$ cat src/rtl/keypad_pkg.sv
// Shared definitions for the matrix keypad scanner: FSM states, geometry and
// the idle row drive pattern.
package keypad_pkg;

    typedef enum logic [1:0] {
        SCAN       = 2'd0,
        PRESS_DB   = 2'd1,
        PRESSED    = 2'd2,
        RELEASE_DB = 2'd3
    } kp_state_e;

    localparam int KEY_ROWS   = 4;
    localparam int KEY_COLS   = 4;
    localparam int KEY_CODE_W = 4;

    localparam logic [KEY_ROWS-1:0] ROW_IDLE = 4'b1110;

    // Index of the lowest-numbered low bit; several keys in one row resolve to
    // the lowest column.
    function automatic logic [1:0] lowest_low(input logic [KEY_COLS-1:0] c);
        logic [1:0] idx;
        idx = 2'd0;
        for (int i = KEY_COLS - 1; i >= 0; i--) begin
            if (!c[i]) idx = 2'(i);
        end
        return idx;
    endfunction

endpackage

$ cat src/rtl/scan_tick_gen.sv
// Free-running slot divider: one-cycle tick every SCAN_DIV clocks.
// Shared with the display driver's digit multiplexer.
module scan_tick_gen #(
    parameter int SCAN_DIV = 50000
) (
    input  logic clk,
    input  logic rst,
    output logic tick
);

    localparam int CW = (SCAN_DIV > 1) ? $clog2(SCAN_DIV) : 1;
    localparam logic [CW-1:0] LAST = CW'(SCAN_DIV - 1);

    logic [CW-1:0] cnt;

    assign tick = (cnt == LAST);

    always_ff @(posedge clk or posedge rst) begin
        if (rst) begin
            cnt <= '0;
        end else if (tick) begin
            cnt <= '0;
        end else begin
            cnt <= cnt + 1'b1;
        end
    end

endmodule

$ cat src/rtl/keypad_scanner.sv
// 4x4 active-low matrix keypad scanner: row strobing, debounced press and
// release, key code with a one-cycle valid strobe and a held level.
module keypad_scanner
    import keypad_pkg::*;
#(
    parameter int SCAN_DIV       = 50000,
    parameter int DEBOUNCE_TICKS = 20
) (
    input  logic                  clk,
    input  logic                  rst,
    output logic [KEY_ROWS-1:0]   row,
    input  logic [KEY_COLS-1:0]   col,
    output logic [KEY_CODE_W-1:0] key_code,
    output logic                  key_valid,
    output logic                  key_held
);

    localparam int DW = $clog2(DEBOUNCE_TICKS + 1);
    localparam logic [DW-1:0] DEB_LAST = DW'(DEBOUNCE_TICKS);

    logic                  tick;
    logic [KEY_COLS-1:0]   col_p0, col_s;
    kp_state_e             state, state_n;
    logic [1:0]            row_idx, row_idx_n;
    logic [1:0]            cand_row, cand_row_n;
    logic [1:0]            cand_col, cand_col_n;
    logic [DW-1:0]         deb, deb_n, deb_inc;
    logic [KEY_CODE_W-1:0] key_code_n;
    logic                  key_valid_n, key_held_n;

    scan_tick_gen #(.SCAN_DIV(SCAN_DIV)) u_tick (
        .clk  (clk),
        .rst  (rst),
        .tick (tick)
    );

    // Column synchroniser: col is asynchronous to clk
    always_ff @(posedge clk or posedge rst) begin
        if (rst) begin
            col_p0 <= '1;
            col_s  <= '1;
        end else begin
            col_p0 <= col;
            col_s  <= col_p0;
        end
    end

    assign row     = ~(4'b0001 << row_idx);
    assign deb_inc = deb + 1'b1;

    always_ff @(posedge clk or posedge rst) begin
        if (rst) begin
            state     <= SCAN;
            row_idx   <= 2'd0;
            cand_row  <= 2'd0;
            cand_col  <= 2'd0;
            deb       <= '0;
            key_code  <= '0;
            key_valid <= 1'b0;
            key_held  <= 1'b0;
        end else begin
            state     <= state_n;
            row_idx   <= row_idx_n;
            cand_row  <= cand_row_n;
            cand_col  <= cand_col_n;
            deb       <= deb_n;
            key_code  <= key_code_n;
            key_valid <= key_valid_n;
            key_held  <= key_held_n;
        end
    end

    always_comb begin
        state_n     = state;
        row_idx_n   = row_idx;
        cand_row_n  = cand_row;
        cand_col_n  = cand_col;
        deb_n       = deb;
        key_code_n  = key_code;
        key_valid_n = 1'b0;
        key_held_n  = key_held;
        if (tick) begin
            unique case (state)
                SCAN: begin
                    if (col_s == 4'b1111) begin
                        row_idx_n = row_idx + 1'b1;
                    end else begin
                        cand_row_n = row_idx;
                        cand_col_n = lowest_low(col_s);
                        deb_n      = '0;
                        state_n    = PRESS_DB;
                    end
                end
                PRESS_DB: begin
                    if (col_s[cand_col]) begin
                        state_n = SCAN;
                    end else begin
                        deb_n = deb_inc;
                        if (deb_inc == DEB_LAST) begin
                            key_code_n  = {cand_row, cand_col};
                            key_valid_n = 1'b1;
                            key_held_n  = 1'b1;
                            state_n     = PRESSED;
                        end
                    end
                end
                PRESSED: begin
                    // Only the accepted column matters: no rollover while held
                    if (col_s[cand_col]) begin
                        deb_n   = '0;
                        state_n = RELEASE_DB;
                    end
                end
                RELEASE_DB: begin
                    if (!col_s[cand_col]) begin
                        state_n = PRESSED;
                    end else begin
                        deb_n = deb_inc;
                        if (deb_inc == DEB_LAST) begin
                            key_held_n = 1'b0;
                            row_idx_n  = cand_row + 1'b1;
                            state_n    = SCAN;
                        end
                    end
                end
                default: state_n = SCAN;
            endcase
        end
    end

endmodule
$ cat config.mk
export PLATFORM = sky130hd
export DESIGN_NAME = keypad_scanner
export DESIGN_NICKNAME = d
export VERILOG_FILES = /design/src/rtl/keypad_pkg.sv /design/src/rtl/scan_tick_gen.sv /design/src/rtl/keypad_scanner.sv
export SDC_FILE = /design/constraint.sdc
export NUM_CORES = 1
export LEC_CHECK = 0
export CORE_UTILIZATION = 47
export DETAILED_ROUTE_END_ITERATION = 8
export PLACE_DENSITY = 0.67
export SLEW_MARGIN = 20
export SYNTH_ARGS = -nofsm -noshare
export SYNTH_HDL_FRONTEND = slang
export SYNTH_SLANG_ARGS = --single-unit
$ cat constraint.sdc
create_clock -name clk -period 2.54 [get_ports clk]
set_clock_uncertainty 0.05 [all_clocks]
set_input_delay 0.508 -clock clk [delete_from_list [all_inputs] [get_ports clk]]
set_output_delay 0.508 -clock clk [all_outputs]
set_load 0.01 [all_outputs]
# Word level (Yosys, flattened, before mapping)
# Cells that the tools add are included.
[totals]
ff_bits = 43
word_cells = 76
input_bits = 6
out_inout_bits = 10
[classes]
mux = 32
n_bitwise = 3
order_cmp = 1
n_eq_ne = 15
reduce_logical = 9
shifts = 1
add_sub_neg = 4
[op_table]
columns = ["operator", "count"]
rows = [
  ["$mux 2", 13],
  ["$mux 5", 4],
  ["$pmux 5 s4", 1],
  ["$add 16x1->16 const B", 1],
  ["$eq 16x16->1 const B", 1],
  ["$mux 16", 1],
  ["$reduce_and 5->1", 3],
  ["$ne 2x2->1 const B", 7],
  ["$mux 1", 9],
  ["$pmux 2 s4", 1],
  ["$ne 3x3->1 const B", 2],
  ["$reduce_and 6->1", 1],
  ["$add 5x1->5 const B", 1],
  ["$eq 5x5->1 const B", 1],
  ["$add 2x1->2 const B", 2],
  ["$eq 2x2->1 const B", 2],
  ["$eq 4x4->1 const B", 1],
  ["$not 4->4", 1],
  ["$pmux 2 s2", 1],
  ["$reduce_and 4->1", 1],
  ["$reduce_bool 2->1", 2],
  ["$shl 1x2->4 const A", 1],
  ["$lt 2x3->1 const B", 1],
  ["$reduce_and 3->1", 1],
  ["other kinds (5)", 6],
]

# Depth between registers and ports, before layout
[logic_depth]
word_depth = 6
ltp_mapped = 7
ltp_nobuf = 6

# By module
# From an unflattened synthesis, not the netlist that was laid out.
[hier_totals]
hier_cells = 184
hier_area_um2 = 2083.2
[by_module_without_submodules]
columns = ["mod", "seq_area_each_um2", "n_inst", "cells_each", "area_per_inst_um2"]
rows = [
  ["keypad_scanner", 685.7, 1, 114, 1286.2],
  ["scan_tick_gen", 400.4, 1, 70, 797.0],
]

# Worst setup path after synthesis
# Ideal clock, no wire load.
[synth_timing]
path_kind = "reg-to-reg"
from = "register u_tick.cnt[0]"
to = "register row_idx[1]"
stages_incl_launch_ff = 8
setup_ps = 104
slack_ps = 634
arrival_ps = 1752
t_required_ps = 2386
path_buffers = 1
period_less_slack_ps = 1906
path_cell_list = "dfrtp_1 ha_1 and3_1 and4_1 buf_4 a21boi_2 a31o_1 a221oi_1"
[synth_between]
elab_chain_len = 2
[synth_lines]
columns = ["item", "line_no", "rtl"]
rows = [
  ["start, declared", "scan_tick_gen.sv:14", "logic [CW-1:0] cnt;"],
  ["start signal, assigned", "scan_tick_gen.sv:24", "cnt <= cnt + 1'b1;"],
  ["$eq 16x16->1", "scan_tick_gen.sv:16", "assign tick = (cnt == LAST);"],
  ["$reduce_and 5->1 (no source line)", "--", ""],
  ["end signal, assigned", "keypad_scanner.sv:63", "row_idx <= row_idx_n;"],
  ["end, declared", "keypad_scanner.sv:24", "logic [1:0] row_idx, row_idx_n;"],
]
# Every way passes these cells.
# A chain may end at the register's enable or synchronous reset.

# Final worst setup path
[layout_timing]
from = "register u_tick.cnt[0]"
to = "register deb[1]"
[layout_between]
elab_chain_len = 2
[layout_lines]
columns = ["item", "line_no", "rtl"]
rows = [
  ["$eq 16x16->1", "scan_tick_gen.sv:16", ""],
  ["$reduce_and 5->1 (no source line)", "--", ""],
  ["end signal, assigned", "keypad_scanner.sv:66", "deb <= deb_n;"],
  ["end, declared", "keypad_scanner.sv:27", "logic [DW-1:0] deb, deb_n, deb_inc;"],
]
# Every way passes these cells.

==> flow_metrics.py <==
metrics = {
    "floorplanning": {
        "core_um2": 4354,
        "row_count": 24,
        "die_w_um": 69.43,
        "die-area_um2": 4821,
        "die_y_um": 69.43,
        "start_util_pct": 49.08,
        "ios": 16,
    },
    "finish": {
        "regArea_um2": 1086,
        "final_cell_mix": "dfrtp_1, nor2_1, nand2_1, clkdlybuf4s50_1, nand3_1",
        "final_common_cell": "dfrtp_1",
        "drive_gt1_share_pct": 17.35,
        "n_antenna_cell": 0,
        "final_util_pct": 55.52,
        "finalNetCount": 226,
        "area_growth_pct": 13.11,
        "multi_input_area_um2": 965.9,
        "final_area_um2": 2417,
        "n_fill_cell": 374,
    },
    "power_and_ir_drop": {
        "p_int_mw": 0.9040,
        "p_sw_share_pct": 22.87,
        "p_switching_mw": 0.2680,
        "leakage_nw": 1.060,
        "p_comb_share_pct": 2.8,
        "pwr-share-clk_pct": 37.4,
        "p_seq_share_pct": 59.8,
        "pwr_density_cell_nw_per_um2": 484.8,
        "ir_worst_vdd_v": 0.0003489,
    },
    "sta": {
        "worst_pin_slew_ns": 0.5331,
        "fin_ws_ns": 0.3251,
        "max_freq_mhz": 451.5,
        "slew_headroom_pct": 64.46,
        "final-setup-viol-count": 0,
        "period_share_pct": 87.20,
        "finalMaxSlewViolations": 0,
        "period_needed_ns": 2.215,
        "holdWs_ns": 0.3082,
        "tns_ns": 0,
        "rsz0062_at_grt": "no",
        "hold_violations": 0,
    },
    "synth": {
        "ys_types": 52,
        "ys_seq_elements": 43,
        "syn-num-nets": 207,
        "synth.top_cell.area_share_pct": 40.98,
        "synthTopCellsByArea": "dfrtp_1, dfstp_2, xor2_1",
        "ys.flop_type": "dfrtp_1",
        "synth_top_area_cell": "dfrtp_1",
        "synth_area_per_cell_um2": 10.74,
        "synthCells": 199,
        "yosysSeqAreaShare_pct": 50.82,
        "yosysWarnings": 0,
        "synthArstFlopShare_pct": 100.0,
        "synth_area_um2": 2137,
        "synth-edff-count": 0,
    },
    "clock_tree": {
        "htreeDepth": 2,
        "clock_latency_ns": 0.29,
        "cts_tree": "done",
        "post_cts_buffers": 0,
        "cts_num_sinks": 43,
        "root_buffer": "clkbuf_8",
        "cts-resized-gates": 0,
        "clk_path_buf_depth": 2,
        "clk_pin_slew_ns": 0.08,
        "cts_made_buffers": 5,
        "cts_hold_buf": 0,
    },
    "global_routing": {
        "antenna_found_initial": 0,
        "met1_usage_pct": 23.70,
        "use_met2_pct": 30.96,
        "grt_usage_pct": 18.81,
        "grt_max_degree": 44,
        "grt_pass1_vias": 1597,
        "busiest_layer": "met2",
        "use_met3_pct": 4.942,
        "overflow": 0,
        "grt_pass1_wl_um": 7176,
    },
    "hold_path": {
        "hp-class": "flop to flop",
    },
    "placed_design": {
        "port_buffers": 15,
        "place_congestion": 0.8697,
        "post-place-ws_ns": 0.3559,
        "dp_hpwl_um": 2869,
        "placed_area_um2": 2323,
    },
    "drt": {
        "num_vias": 1561,
        "wl_per_cell_um": 15.08,
        "wl_um": 4088,
        "drtPass1Iterations": 4,
        "postRouteAntennaNets": 0,
        "drtIter0Drc": 105,
        "drc": 0,
        "drt-vias-per-instance": 5.760,
    },
    "critical_path": {
        "critPathKind": "flop to flop",
        "cp_data_arrival_time_ns": 2.34,
        "worst_setup_path_start_kind": "flop",
        "crit_path_max_fanout": 10,
        "crit_required_ns": 2.66,
        "critPathCaptureType": "flop",
    },
    "flow_run": {
        "drv_cap": 0,
    },
    "run_status": {
        "status": "completed",
    },
}
[layout make-up]
type / count / share of cell area, %
Clock buffer: 5 / 2.847
Clock inverter: 3 / 1.035
Inverter: 7 / 1.087
Multi-Input combinational cell: 142 / 39.96
Sequential cell: 43 / 44.93
Tap cell: 52 / 2.692
Timing Repair Buffer: 19 / 7.453
[path summary, 6_finish.rpt]
kind,from,to,cells past startpoint,slack (ns)
worst min-delay path,col_p0[1],col_s[1],0,0.31
worst max register to register,u_tick.cnt[0],deb[1],6,0.33
worst max-delay path,u_tick.cnt[0],deb[1],6,0.33
min in group asynchronous,rst,deb[4],3,0.60
max in group asynchronous,rst,col_p0[2],3,1.46
worst min register to register,col_p0[1],col_s[1],0,0.31
[cell families (layout without fill, tap and decap cells)]
group                    Yosys count  after routing  share of synthesized area, %
AO/OA/AOI/OAI                     30             30                         10.01
flip-flops                        43             43                         50.82
buffers and inverters             14             34                         3.982
AND/OR/NAND/NOR                   84             84                         21.78
adder cells (fa/ha/maj)            2              2                         1.171
multiplexers                      11             11                         6.089
XOR/XNOR                          15             15                         6.147
[worst max-delay path, stage by stage (launching register included)]
cell     delay [ns]
dfrtp_1        0.39
ha_1           0.20
and3_1         0.22
and4_1         0.36
nand2_1        0.27
o21a_1         0.25
or3_1          0.35
[layer usage]
| layer | up-vias | part of all wire [%] |
|---|---|---|
| met4 | 0 | 1.5 |
| li1 | 744 | - |
| met3 | 9 | 3.4 |
| met1 | 776 | 44 |
| met5 | - | 0 |
| met2 | 32 | 51 |
[stage by stage]
step / power (mW) / std cells
2_1_floorplan: 0.7323 / 199
3_3_place_gp: 0.7456 / 263
3_5_place_dp: 0.7479 / 263
4_1_cts: 1.190 / 271
5_1_grt: 1.225 / 271
6_report: 1.172 / 271
[power by group through the flow]
| stage | registers (mW) | clock network [mW] | logic (mW) |
|---|---|---|---|
| floorplan | 0.712 | 0 | 0.0203 |
| global placement | 0.713 | 0 | 0.0325 |
| detailed placement | 0.714 | 0 | 0.0341 |
| CTS | 0.701 | 0.455 | 0.0342 |
| global route | 0.702 | 0.485 | 0.0380 |
| finish | 0.701 | 0.439 | 0.0329 |
[registers in the layout (all words and copies together) (netlist names), named ones only]
name,cells
cand_col,2
cand_row,2
col_p0,4
col_s,4
deb,5
key_code,4
key_held,1
key_valid,1
row_idx,2
state,1
u_tick.cnt,16
[synthesized netlist by cell type, drive strengths merged, types with 2 or more instances]
master and count:
dfrtp 35, nor2 18, nand2 17, nand3 13, o21ai 10, xor2 10
dfstp 8, and2 7, inv 7, mux2 6, xnor2 5, and3 4
clkbuf 4, mux2i 4, nand4 4, a221o 3, a31oi 3, buf 3
nor2b 3, ha 2, nand2b 2, nor3 2, nor4 2, nor4b 2
o31ai 2, or2 2, or4 2
Power figures use the tool's default switching activity.
